File: src/rtl/alpha_ctrl_pkg.sv
// alpha_ctrl_pkg
// Shared definitions for the alpha fade controller: the sequencer state
// encoding and the two level endpoints a fade can settle on.
package alpha_ctrl_pkg;

    typedef enum logic [1:0] {
        IDLE = 2'd0,
        ARM  = 2'd1,
        RAMP = 2'd2,
        DONE = 2'd3
    } state_t;

    localparam logic [7:0] ALPHA_MAX = 8'hFF;
    localparam logic [7:0] ALPHA_MIN = 8'h00;

endpackage

File: src/rtl/pix_xy_cnt.sv
// pix_xy_cnt
// Tracks the current pixel position from the DE / vertical sync stream and
// produces a one-cycle frame-start pulse.
//
// Ports:
//   sys_clk     pixel clock
//   rst         asynchronous active-high reset
//   i_de        data enable of the incoming video stream
//   i_v_sync    vertical sync, active-high
//   o_x         column of the pixel currently on i_de
//   o_y         line of the pixel currently on i_de
//   o_vs_rise   registered pulse, high for one cycle after i_v_sync rises
module pix_xy_cnt
    import alpha_ctrl_pkg::*;
#(
    parameter int COORD_W = 12
) (
    input  logic               sys_clk,
    input  logic               rst,
    input  logic               i_de,
    input  logic               i_v_sync,
    output logic [COORD_W-1:0] o_x,
    output logic [COORD_W-1:0] o_y,
    output logic               o_vs_rise
);

    logic [COORD_W-1:0] r_x;
    logic [COORD_W-1:0] r_y;
    logic               r_dePrev;
    logic               r_vsPrev;
    logic               r_vsRise;
    logic               w_deFall;
    logic               w_vsEdge;

    assign w_deFall = r_dePrev & ~i_de;
    assign w_vsEdge = i_v_sync & ~r_vsPrev;

    // Edge history for DE and vsync. The vsync edge is registered before it
    // leaves this block so the sequencer sees it one cycle after the edge.
    always_ff @(posedge sys_clk or posedge rst) begin
        if (rst) begin
            r_dePrev <= 1'b0;
            r_vsPrev <= 1'b0;
            r_vsRise <= 1'b0;
        end else begin
            r_dePrev <= i_de;
            r_vsPrev <= i_v_sync;
            r_vsRise <= w_vsEdge;
        end
    end

    // Column counter: the value seen during a DE cycle is the column of that
    // pixel, so the first active pixel of a line is column 0. The end of the
    // line (DE falling) rewinds it for the next line.
    always_ff @(posedge sys_clk or posedge rst) begin
        if (rst) begin
            r_x <= '0;
        end else if (i_de) begin
            r_x <= r_x + 1'b1;
        end else if (w_deFall) begin
            r_x <= '0;
        end
    end

    // Line counter: advances at the end of each active line and rewinds at
    // frame start. A frame start wins over a coincident line end.
    always_ff @(posedge sys_clk or posedge rst) begin
        if (rst) begin
            r_y <= '0;
        end else if (w_vsEdge) begin
            r_y <= '0;
        end else if (w_deFall) begin
            r_y <= r_y + 1'b1;
        end
    end

    assign o_x       = r_x;
    assign o_y       = r_y;
    assign o_vs_rise = r_vsRise;

endmodule

File: src/rtl/alpha_fade_ctrl.sv
// alpha_fade_ctrl
// Per-frame alpha sequencer for the video alpha blender. A global blend level
// is ramped toward 255 (fade in) or 0 (fade out) in programmable steps, one
// step every N frames, and is only ever changed at frame start so a frame is
// never torn. Each pixel receives that level inside a rectangular window and
// 0 elsewhere.
//
// Ports:
//   sys_clk, rst                pixel clock, asynchronous active-high reset
//   i_v_sync, i_h_sync, i_de    video timing stream (h_sync is not needed)
//   cfg_start / cfg_abort       one-cycle pulses: begin fade / stop and hold
//   cfg_dir                     1 = toward 255, 0 = toward 0
//   cfg_step, cfg_frames        level increment, frames per step (0 means 1)
//   cfg_win_x0/x1/y0/y1         inclusive window bounds, used live
//   o_alpha_8b                  per-pixel alpha, one cycle behind i_de
//   o_level                     current global level
//   o_busy                      a fade is armed or ramping
//   o_done                      one-cycle pulse when a fade reaches its end
module alpha_fade_ctrl
    import alpha_ctrl_pkg::*;
#(
    parameter int COORD_W = 12
) (
    input  logic               sys_clk,
    input  logic               rst,
    input  logic               i_v_sync,
    input  logic               i_h_sync,
    input  logic               i_de,
    input  logic               cfg_start,
    input  logic               cfg_abort,
    input  logic               cfg_dir,
    input  logic [7:0]         cfg_step,
    input  logic [7:0]         cfg_frames,
    input  logic [COORD_W-1:0] cfg_win_x0,
    input  logic [COORD_W-1:0] cfg_win_x1,
    input  logic [COORD_W-1:0] cfg_win_y0,
    input  logic [COORD_W-1:0] cfg_win_y1,
    output logic [7:0]         o_alpha_8b,
    output logic [7:0]         o_level,
    output logic               o_busy,
    output logic               o_done
);

    state_t             r_state;
    logic [7:0]         r_level;
    logic               r_dir;
    logic [7:0]         r_step;
    logic [7:0]         r_frames;
    logic [7:0]         r_frameCnt;
    logic               r_busy;
    logic               r_done;
    logic [7:0]         r_alpha;

    logic [COORD_W-1:0] w_x;
    logic [COORD_W-1:0] w_y;
    logic               w_vsRise;
    logic [8:0]         w_sum;
    logic [8:0]         w_diff;
    logic [7:0]         w_nextLevel;
    logic [7:0]         w_endpoint;
    logic               w_winValid;
    logic               w_inWin;
    logic               w_unused_hsync;

    assign w_unused_hsync = i_h_sync;

    pix_xy_cnt #(
        .COORD_W (COORD_W)
    ) u_pix_xy_cnt (
        .sys_clk   (sys_clk),
        .rst       (rst),
        .i_de      (i_de),
        .i_v_sync  (i_v_sync),
        .o_x       (w_x),
        .o_y       (w_y),
        .o_vs_rise (w_vsRise)
    );

    // Next level is computed one bit wider so the carry/borrow tells us when
    // to clamp to the endpoint instead of wrapping.
    assign w_sum       = {1'b0, r_level} + {1'b0, r_step};
    assign w_diff      = {1'b0, r_level} - {1'b0, r_step};
    assign w_nextLevel = r_dir ? (w_sum[8]  ? ALPHA_MAX : w_sum[7:0])
                               : (w_diff[8] ? ALPHA_MIN : w_diff[7:0]);
    assign w_endpoint  = r_dir ? ALPHA_MAX : ALPHA_MIN;

    // Sequencer. Abort overrides everything, including a same-cycle start,
    // and leaves the level where it is. Config is latched only when leaving
    // IDLE, so a start during a fade cannot alter the fade in flight. The
    // step and frame counts are normalised at latch time so 0 behaves as 1.
    always_ff @(posedge sys_clk or posedge rst) begin
        if (rst) begin
            r_state    <= IDLE;
            r_level    <= ALPHA_MIN;
            r_dir      <= 1'b0;
            r_step     <= 8'd1;
            r_frames   <= 8'd1;
            r_frameCnt <= 8'd0;
            r_busy     <= 1'b0;
            r_done     <= 1'b0;
        end else if (cfg_abort) begin
            r_state <= IDLE;
            r_busy  <= 1'b0;
            r_done  <= 1'b0;
        end else begin
            case (r_state)
                IDLE: begin
                    r_done <= 1'b0;
                    if (cfg_start) begin
                        r_dir    <= cfg_dir;
                        r_step   <= (cfg_step == 8'd0) ? 8'd1 : cfg_step;
                        r_frames <= (cfg_frames == 8'd0) ? 8'd1 : cfg_frames;
                        r_busy   <= 1'b1;
                        r_state  <= ARM;
                    end
                end
                ARM: begin
                    if (w_vsRise) begin
                        r_frameCnt <= 8'd0;
                        r_state    <= RAMP;
                    end
                end
                RAMP: begin
                    if (w_vsRise) begin
                        if (r_frameCnt == (r_frames - 8'd1)) begin
                            r_frameCnt <= 8'd0;
                            r_level    <= w_nextLevel;
                            if (w_nextLevel == w_endpoint) begin
                                r_state <= DONE;
                            end
                        end else begin
                            r_frameCnt <= r_frameCnt + 8'd1;
                        end
                    end
                end
                DONE: begin
                    r_done  <= 1'b1;
                    r_busy  <= 1'b0;
                    r_state <= IDLE;
                end
                default: begin
                    r_state <= IDLE;
                    r_busy  <= 1'b0;
                end
            endcase
        end
    end

    // Window test against the live bounds. An inverted range on either axis
    // means an empty window.
    assign w_winValid = (cfg_win_x0 <= cfg_win_x1) && (cfg_win_y0 <= cfg_win_y1);
    assign w_inWin    = (w_x >= cfg_win_x0) && (w_x <= cfg_win_x1) &&
                        (w_y >= cfg_win_y0) && (w_y <= cfg_win_y1);

    // Per-pixel alpha, registered; the blender delays its pixel path by one
    // cycle to line up with this.
    always_ff @(posedge sys_clk or posedge rst) begin
        if (rst) begin
            r_alpha <= 8'd0;
        end else if (i_de && w_winValid && w_inWin) begin
            r_alpha <= r_level;
        end else begin
            r_alpha <= 8'd0;
        end
    end

    assign o_alpha_8b = r_alpha;
    assign o_level    = r_level;
    assign o_busy     = r_busy;
    assign o_done     = r_done;

endmodule

File: config.mk
export PLATFORM = sky130hd
export DESIGN_NAME = alpha_fade_ctrl
export DESIGN_NICKNAME = d
export VERILOG_FILES = /design/src/rtl/alpha_ctrl_pkg.sv /design/src/rtl/pix_xy_cnt.sv /design/src/rtl/alpha_fade_ctrl.sv
export SDC_FILE = /design/constraint.sdc
export NUM_CORES = 1
export LEC_CHECK = 0
export BUFFER_PORTS_ARGS = -buffer_cell sky130_fd_sc_hd__buf_2
export CORE_MARGIN = 2
export CORE_UTILIZATION = 25
export DETAILED_ROUTE_END_ITERATION = 8
export GPL_ROUTABILITY_DRIVEN = 0
export PLACE_DENSITY_LB_ADDON = 0.1
export SLEW_MARGIN = 10
export SYNTH_ARGS = -nofsm -noshare
export SYNTH_HDL_FRONTEND = slang
export SYNTH_SLANG_ARGS = --single-unit
File: constraint.sdc
create_clock -name sys_clk -period 2.9 [get_ports sys_clk]
set_input_delay 0.435 -clock sys_clk [delete_from_list [all_inputs] [get_ports sys_clk]]
set_output_delay 0.435 -clock sys_clk [all_outputs]
set_load 0.01 [all_outputs]
* Word level (Yosys, flattened, before mapping) *
Cells that the tools add are included.

cells by class
  $lt $le $gt $ge = 6
  eq/ne operators = 12
  bitwise operators = 5
  reduce and logical (&&, ||, !) cells = 18
  mux-type cells = 27
  $add $sub $neg = 6

operator list
  kind                                               number
  two-way mux 8 bit                                  10
  <= comparator 12 bit                               4
  two-way mux 12 bit                                 4
  adder 12 x 1 -> 12 bit (second input constant)     2
  >= comparator 12 bit                               2
  == test 8 bit                                      2
  logical NOT 8 bit                                  2
  one-hot mux 8 bit (2 select lines)                 1
  two-way mux 2 bit                                  6
  adder 8 x 8 -> 9 bit                               1
  != test 3 bit (second input constant)              3
  subtractor 8 x 8 -> 9 bit                          1
  adder 8 x 1 -> 8 bit (second input constant)       1
  one-hot mux 2 bit (4 select lines)                 1
  AND reduction 4 bit                                2
  subtractor 8 x 1 -> 8 bit (second input constant)  1
  logical AND 1 bit                                  6
  != test 3 x 2 -> 1 bit (second input constant)     2
  nonzero test 2 bit                                 3
  AND reduction 5 bit                                1
  == test 2 bit (second input constant)              2
  != test 2 x 1 -> 1 bit (second input constant)     2
  one-hot mux 1 bit (2 select lines)                 2
  two-way mux 1 bit                                  3
  other kinds (7)                                    10

storage, ports and cells
  input bits = 72
  word-level logic and storage cells = 88
  output and inout port bits = 18
  register bits = 72

* Longest topological paths before layout *
Gate-level depths: netlist (run 1).

  depth in word-level cells = 9
  mapped depth = 12
  gate-level depth less buffers = 12

* By module *
Synthesis (run 1) repeated with hierarchy kept, for this count alone.

unflattened totals
  cells, all modules = 665
  area, all modules = 6,043.3 µm²

by module, submodules not included
  module           sequential area each (µm²)  cells each  times used  area an instance (µm²)
  alpha_fade_ctrl  1,128.6                     540         1           4,753.3
  pix_xy_cnt       675.6                       125         1           1,290.0

* Least setup slack after synthesis (run 1) *
No wires, ideal clock.

  path type = register -> register
  from = reg r_level[4], in the netlist o_level[4]
  to = reg r_state[0]
  period minus slack after synthesis = 2.798 ns
  stages on the path, launching flop included = 11
  setup time = 0.128 ns
  slack = 0.102 ns
  arrival = 2.671 ns
  cell sequence = dfrtp_1 -> ha_1 -> clkbuf_1 -> inv_1 -> a2111oi_2 -> nor3b_1 -> a311oi_1 -> a31oi_1 -> o41ai_2 -> o211ai_1 -> mux2_1

on the way
  word-level cells in the longest chain between the ends = 6
  elaborated cells on any way between the ends = 8
  those cells by class = add/sub: 2; eq/ne: 2; mux: 3; reduce/logical: 1

RTL lines
  item                                                                      RTL line                                      source
  from (decl)                                                               alpha_fade_ctrl.sv:45                         logic [7:0] r_level;
  from (signal assigned)                                                    alpha_fade_ctrl.sv:127                        r_level <= w_nextLevel;
  subtractor 8 x 8 -> 9 bit / adder 8 x 8 -> 9 bit (equally long branches)  alpha_fade_ctrl.sv:82, alpha_fade_ctrl.sv:81
  two-way mux 8 bit (on tied branches)                                      alpha_fade_ctrl.sv:84, alpha_fade_ctrl.sv:83
  two-way mux 8 bit *                                                       alpha_fade_ctrl.sv:83                         assign w_nextLevel = r_dir ? (w_sum[8] ? ALPHA_MAX : w_sum[7:0])
  == test 8 bit *                                                           alpha_fade_ctrl.sv:128                        if (w_nextLevel == w_endpoint) begin
  != test 3 bit (no source line) *                                          n/a
  AND reduction 5 bit (no source line) *                                    n/a
  to (signal assigned)                                                      alpha_fade_ctrl.sv:93                         r_state <= IDLE;
  to (signal assigned)                                                      alpha_fade_ctrl.sv:129                        r_state <= DONE;
  to (signal assigned)                                                      alpha_fade_ctrl.sv:139                        r_state <= IDLE;
  to (decl)                                                                 alpha_fade_ctrl.sv:44                         state_t r_state;

Mark *: on every way between the ends. The rest lies on a longest branch, timed or not.
A chain may end at the register's enable or synchronous reset.

* Worst setup path in the final report (run 1) *
  from = reg r_frames[0]
  to = reg r_state[0]

on the way
  word-level cells in the longest chain between the ends = 4

RTL lines
  item                                  RTL line                source
  from (decl)                           alpha_fade_ctrl.sv:48   logic [7:0] r_frames;
  from (signal assigned)                alpha_fade_ctrl.sv:112  r_frames <= (cfg_frames == 8'd0) ? 8'd1 : cfg_frames;
  subtractor 8 x 1 -> 8 bit             alpha_fade_ctrl.sv:125  if (r_frameCnt == (r_frames - 8'd1)) begin
  == test 8 bit                         alpha_fade_ctrl.sv:125
  != test 3 bit (no source line)        n/a
  AND reduction 5 bit (no source line)  n/a
  to (signal assigned)                  alpha_fade_ctrl.sv:120  r_state <= RAMP;
  to (signal assigned)                  alpha_fade_ctrl.sv:129
  to (signal assigned)                  alpha_fade_ctrl.sv:139

Every way passes these cells.

==> run metrics, run 1 <==
Slew Viols, Final=0; Worst path slowest cell=dfstp_2; R2R setup slack=0.10 ns; Synth Warn #=0; CP Launch Type=flip-flop; CP max stage delay=around 0.53 ns; via count=5109; clk buf depth=2; Worst Path Required=3.12 ns; critical path class=flip-flop to flip-flop; Async SR Flop Fraction=100%; H-tree Lvls=3; antenna violations before repair=1; min cycle time layout=~2.8 ns; post-synthesis cell type count=60; endpoints failing setup=0; Mean Syn Cell Area=8.96 sq um; Die Span Y=between 150 and 200 um; standard-cell rows=between 50 and 60; crit share post-route=96.5%; Finished Layout Cells=about 1100; Worst Path Arrival=~3 ns; largest net degree at the start of global routing=45; status=finished, final reports clean; width of the die=~160 um; first-pass iteration count of the detailed router=4; post-route setup slack=0.101 ns; Internal=2.99 mW; CTS Sinks=72; IO Port Bufs=slightly below 90; TritonCTS buffer count=9; slew of the pin with the lowest slew margin=0.710 ns; total power per unit cell area=646 nW/um^2; total global-route track usage=13.2%; Reg power frac=~29%; Fin Setup TNS=0 ns; Clk pwr share=24.9%; Mapped Area=5990 sq um; Post-synth EDFFs=0; Switching Fraction=a little under two fifths; hold buffer count at CTS=0; first-pass GRT wire length=27000 um; Setup Skew=0.00866 ns; pre-CTS WS=-0.0199 ns; Yosys top cell area share=29.3%; CTS tree=yes; number of global-route vias before repair=roughly 5400; Net Count, Synth=between 800 and 900; worst-path fanout max=5; Leak=3.80 nW; Top FF cell, synth=dfrtp_1; largest area contributor in the netlist=dfrtp_1; worst min-delay path category=input port to async pin; nets@finish=approximately 960; WL per Instance=14.3 um; Area contributors post-synth=dfrtp_1 (29%), ha_1 (20%), inv_1 (4.7%); layout cell share with drive strength beyond 1=a little under a quarter; Initial Utilization=25.5%; max cap viols=0; multi-input logic area=3960 sq um; Tot Pwr=4.81 mW; Highest Clock Rate=357 MHz; core region area=23500 sq um; net switching power=between 1.5 and 2 mW; root buffer cell=clkbuf_16; Final ANT Viol Nets=0; DRC viols=0; CP endpoint kind=flip-flop; fillcell total=between 2000 and 2500; final hold vios=0; worst-skew pair later-pin latency=0.34 ns; die area=25200 sq um; dpl cells=1088; Area growth syn-to-layout=24.3%; post-synthesis sequential area ratio=30.1%; final wirelength=15900 um; io pins=90; Via density=4.62; crit-path cells=inv_2 > ha_4 > nor3b_4 > xnor2_1 > nand3_1 > a2111o_1 > or2_4 > o41ai_2 > o211ai_1 > mux2_1; total congestion overflow=0; Clock transition at path regs=0.06 ns; FF+latch area=1810 sq um; HPWL Detailed=12900 um; Max VDD drop=0.000297 V; Logic pwr share=between 40% and 50%; Gate Count Post-Synth=about 670; post-route core utilization=a little under a third; flops & latches, synth=between 70 and 80; DRT iter0 DRCs=229; slew margin rel.=between 50% and 60%; RSZ-0062 raised after global routing=true
metal layers:
layer / vias up / global-route usage, % / wire (um)
met5: - / 0 / 0
met4: 0 / 4.17 / 223
met3: 15 / 2.04 / 409
met2: 68 / 21.6 / 7320
met1: 2429 / 17.8 / 7910
li1: 2597 / - / -
placed cells by master (no fill, tap or decap), types with 16 or more instances in the layout:
cell	synthesis	final
inv_1	75	72
buf_2	4	88
dfrtp_1	70	69
nand4_1	19	19
a21oi_1	37	35
nor2b_1	16	16
ha_1	97	96
a21o_1	22	22
nand2_1	27	26
buf_4	0	28
nand3_1	28	28
o21ai_0	47	45
nor2_1	46	46
mux2_2	19	19
xor2_1	17	17
cell type report:
class | instances | share of cell area [%]
Antenna cell | 1 | 0.0336
Clock buffer | 10 | 3.21
Clock inverter | 4 | 0.941
Inverter | 75 | 3.78
Multi-Input combinational cell | 508 | 53.1
Sequential cell | 72 | 24.3
Tap cell | 319 | 5.36
Timing Repair Buffer | 118 | 9.28
critical path: cells and delay by family (launching register included):
family                     cells  cell delay, ns
buffers and inverters          1            0.05
AOI/OAI and AO/OA              3            0.94
muxes                          1            0.34
xor gates and xnor gates       1            0.16
adders and majority gates      1            0.15
DFF                            1            0.53
and+or+nand+nor                3            0.51
Yosys cell counts, drive strengths merged (3+ instances only):
cell type  count
mux2          21
o21a          10
a21o          22
a211oi         4
nand3b         4
nand2         27
nor3b          3
clkbuf         9
dfrtp         70
nand2b        16
a21oi         37
nand4         19
a31oi          3
or4            3
nor2b         16
nor2          47
nand3         28
inv           75
o21ai         49
xor2          17
o211ai         5
buf            4
o31ai          3
mux2i          3
and3           9
ha            97
or2            4
nor3          12
xnor2         15
power groups by stage:
stage	sequential [mW]	combinational (mW)	clock, mW
final	1.40	2.21	1.20
after global routing	1.44	2.50	1.28
after CTS	1.40	2.08	1.23
after detailed placement	1.41	2.03	0
after global placement	1.41	2.03	0
after floorplan	1.36	1.44	0
state kept, by name, indices dropped and copies added (netlist names):
| register | flops |
|---|---|
| u_pix_xy_cnt.o_x | 12 |
| u_pix_xy_cnt.o_y | 12 |
| o_alpha_8b | 8 |
| o_level | 8 |
| r_frameCnt | 8 |
| r_frames | 8 |
| r_step | 8 |
| r_state | 2 |
| o_busy | 1 |
| o_done | 1 |
| r_dir | 1 |
| u_pix_xy_cnt.o_vs_rise | 1 |
| u_pix_xy_cnt.r_dePrev | 1 |
| u_pix_xy_cnt.r_vsPrev | 1 |
timing repair:
action / in CTS / in global routing
buffers inserted: 0 / 4
pin swaps: 6 / 12
endpoints found under the setup margin: 2 / 6
gates resized for setup: 4 / 19
worst paths after layout:
path / startpoint / end / cells past startpoint
hold / removal: rst / r_step[2] / 2
setup / recovery: r_frames[0] / r_state[0] / 10
setup reg to reg: r_frames[0] / r_state[0] / 10
hold reg to reg: r_frameCnt[7] / r_frameCnt[7] / 1
min in group sys_clk: i_v_sync / u_pix_xy_cnt.r_vsPrev / 1
max in group asynchronous: rst / r_step[0] / 3
logic make-up (layout without fill, tap and decap cells):
| logic type | Yosys count | in the layout | share of synthesized area, % |
|---|---|---|---|
| AOI/OAI and AO/OA | 157 | 157 | 16.9 |
| xor gates and xnor gates | 32 | 32 | 4.81 |
| adders and majority gates | 99 | 99 | 20.9 |
| buffers and inverters | 88 | 207 | 5.60 |
| DFF | 72 | 72 | 30.1 |
| muxes | 24 | 24 | 4.45 |
| other | 0 | 1 | 0 |
| and+or+nand+nor | 196 | 196 | 17.2 |
through the flow:
step	area, sq um	hold WS [ns]
after floorplan	5990	0.466
after global placement	7000	0.491
after detailed placement	7000	0.494
after CTS	7330	0.224
after global routing	7440	0.228
final	7440	0.202
Note: power is estimated with default switching activity, not from simulation.
==> run 2: changes to the inputs <==
--- a/config.mk
+++ b/config.mk
@@ -5,13 +5,15 @@
 export SDC_FILE = /design/constraint.sdc
 export NUM_CORES = 1
 export LEC_CHECK = 0
+export ABC_CLOCK_PERIOD_IN_PS = 2900
 export BUFFER_PORTS_ARGS = -buffer_cell sky130_fd_sc_hd__buf_2
 export CORE_MARGIN = 2
-export CORE_UTILIZATION = 25
+export CORE_UTILIZATION = 53
 export DETAILED_ROUTE_END_ITERATION = 8
 export GPL_ROUTABILITY_DRIVEN = 0
 export PLACE_DENSITY_LB_ADDON = 0.1
 export SLEW_MARGIN = 10
 export SYNTH_ARGS = -nofsm -noshare
 export SYNTH_HDL_FRONTEND = slang
+export SYNTH_HIERARCHICAL = 1
 export SYNTH_SLANG_ARGS = --single-unit
==> run 2 against run 1 <==
  * The run now ends with setup timing left
  * Core utilization grew 34 points
  * Synthesized area grew 0.92%
  * Sequential share of layout area grew 0.77 points
  * Non-clock buffer count shrank 8
  * Fmax shrank 9.4%
  * Critical path depth grew 1
  * Sequential cell count is the same
  * Power shrank 8.8%
  * Critical endpoint unchanged
  * Largest power group unchanged
==> run metrics, run 2 <==
Final ANT Viol Nets=0 (unchanged); width of the die=111 um (-30%); via count=5191 (+1.6%); flops & latches, synth=72 (unchanged); worst min-delay path category=input port to flip-flop; violated checks=setup timing; first-pass GRT wire length=23400 um (-14%); Via density=5.65 (+22%); Setup Skew=0.00584 ns (-0.00282 ns); Placement Cell Area=6760 sq um (-3.5%); Clock transition at path regs=0.06 ns (about the same); most frequent cells after synthesis=ha_1 (97), inv_1 (80), dfrtp_1 (70); dpl cells=900 (-17%); Die Span Y=111 um (-30%); Logic pwr share=40.3% (-5.7 points); DRT iter0 DRCs=224 (-2.2%); IO Port Bufs=88 (unchanged); post-synthesis sequential area ratio=29.9% (-0.27 points); commonest non-fill, non-tap cell in the layout=ha_1; most frequent cells in the layout=ha_1 (96), buf_2 (88), inv_1 (77); net switching power=1.59 mW (-13%); core region area=11000 sq um (-53%); Highest Clock Rate=324 MHz (-9.4%); total global-route track usage=22.7% (+9.5 points); antenna violations before repair=0 (-1); total congestion overflow=0 (unchanged); worst-path fanout max=4 (-1); FF+latch area=1800 sq um (about the same); Gate Count Post-Synth=665 (-0.45%); Net Count, Synth=836 (-0.36%); pre-CTS WS=-0.279 ns (-0.259 ns); Switching Fraction=36.3% (-1.6 points); WL per Instance=14.6 um (+2.3%); CP endpoint kind=flip-flop; status=finished with violations; layout cell share with drive strength beyond 1=22.1% (-1.0 points); count leader, synth=ha_1; nets@finish=945 (-1.0%); Area growth syn-to-layout=19.3%; min cycle time layout=3.09 ns (+0.289 ns); crit share post-route=106% (+10 points); H-tree Lvls=3 (unchanged); Final Cell Area=7210 sq um (-3.2%); Async SR Flop Fraction=100% (unchanged); Post-synth EDFFs=0 (unchanged); post-route setup slack=-0.188 ns (-0.289 ns); fillcell total=902 (-64%); max cap viols=0 (unchanged); Internal=2.79 mW (-6.5%); first-pass iteration count of the detailed router=4 (unchanged); CTS tree=yes; largest net degree at the start of global routing=46 (+2.2%); Slew Viols, Final=0 (unchanged); Area contributors post-synth=dfrtp_1 (29%), ha_1 (20%), inv_1 (5.0%); multi-input logic area=3990 sq um (+0.85%); Fin Setup TNS=-0.380 ns (-0.380 ns); TritonCTS buffer count=9 (unchanged); Reg power frac=32.4% (+3.3 points); CTS Sinks=72 (unchanged); Worst Path Required=3.17 ns (+0.05 ns); Finished Layout Cells=919 (-17%); final wirelength=13500 um (-15%); root buffer cell=clkbuf_16; largest area contributor in the netlist=dfrtp_1; RSZ-0062 raised after global routing=true; final hold vios=0 (unchanged); endpoints failing setup=3 (+3); Mean Syn Cell Area=9.09 sq um (+1.4%); hold buffer count at CTS=0 (unchanged); Max VDD drop=0.000498 V (+68%); critical path class=flip-flop to flip-flop; HPWL Detailed=10600 um (-18%); total power per unit cell area=608 nW/um^2 (-5.8%); CP Launch Type=flip-flop; post-route core utilization=65.6% (+34 points); Leak=3.82 nW (+0.56%); Synth Warn #=6 (+6); Top FF cell, synth=dfrtp_1; worst-skew pair later-pin latency=0.34 ns (about the same); Initial Utilization=55.0% (+30 points); Yosys top cell area share=29.0% (-0.27 points); number of global-route vias before repair=5273 (-1.5%); slew margin rel.=32.6% (-20 points); clk buf depth=2 (unchanged); slew of the pin with the lowest slew margin=1.01 ns (+0.300 ns); post-synthesis cell type count=59 (-1.7%); Worst Path Arrival=3.35 ns (+0.33 ns); antenna cells=0 (-1); standard-cell rows=38 (-32%); io pins=90 (unchanged); Clk pwr share=27.3% (+2.4 points); DRC viols=0 (unchanged); Mapped Area=6040 sq um (+0.92%); die area=12300 sq um (-51%)
[run 2: cell count changes in the layout (fill, tap and decap cells not counted), moves of 6 or more]
| cell | delta |
|---|---|
| nor2_1 | -14 |
| mux2i_1 | +7 |
| o21ai_0 | -17 |
| buf_4 | -8 |
| nor4_1 | +6 |
| nand2b_1 | +6 |
| nand3_1 | -13 |
| o31ai_1 | +7 |
[run 2: cell type report]
class	instances	share of cell area [%]
multi-input combinational	500	55.3
sequential	72	25.0
timing repair buffer	110	8.51
inverter	81	4.22
clock buffer	11	3.37
tap	140	2.43
clock inverter	5	1.11
[run 2: repair_timing]
action / CTS / global route
gates resized for setup: 1 / 17
setup endpoints to repair: 2 / 18
pin swaps: 7 / 5
setup buffers: 1 / 2
[run 2: kinds of logic (layout without fill, tap and decap cells)]
family,count (synthesis),in the layout,share of synthesized area [%]
DFF,72,72,29.9
xor gates and xnor gates,25,25,3.62
and+or+nand+nor,190,190,17.2
AOI/OAI and AO/OA,159,159,17.7
muxes,27,27,4.82
buffers and inverters,93,207,6.00
adders and majority gates,99,99,20.7
[run 2: power by group through the flow]
stage / clock network [mW] / logic [mW] / registers (mW)
floorplan: 0 / 1.25 / 1.36
global placement: 0 / 1.56 / 1.41
detailed placement: 0 / 1.61 / 1.43
CTS: 1.22 / 1.65 / 1.41
global route: 1.27 / 1.99 / 1.45
finish: 1.20 / 1.77 / 1.42
[run 2: worst max-delay path: stages, from the launching register on]
cell,delay (ns)
dfstp_2,0.56
ha_4,0.14
inv_2,0.03
fa_2,0.37
a211oi_1,0.34
o21a_1,0.20
o21ai_0,0.08
nor2b_1,0.15
or4_4,0.53
a311oi_4,0.32
nand3_1,0.14
a21oi_2,0.15
[run 2: final timing paths]
check,from,endpoint,slack [ns],cells after the start
worst max-delay path,r_step[0],r_state[0],-0.19,11
worst min-delay path,i_v_sync,u_pix_xy_cnt/r_vsPrev,0.22,1
worst max register to register,r_step[0],r_state[0],-0.19,11
worst min register to register,o_busy,o_busy,0.51,2
max in group asynchronous,rst,u_pix_xy_cnt/o_y[3],1.93,2
min in group asynchronous,rst,o_busy,0.30,2
[run 2: through the flow]
| stage | total power, mW | hold WS, ns |
|---|---|---|
| after global routing | 4.70 | 0.214 |
| after global placement | 2.97 | 0.500 |
| after CTS | 4.29 | 0.209 |
| after detailed placement | 3.04 | 0.502 |
| final | 4.38 | 0.221 |
| after floorplan | 2.61 | 0.466 |
[run 2: routing by layer]
layer	global-route usage (%)	share of wire, %	up-vias
met3	3.55	4.5	26
li1	-	-	2626
met2	37.6	47	124
met5	0	0	-
met1	29.6	46	2415
met4	9.17	2.6	0
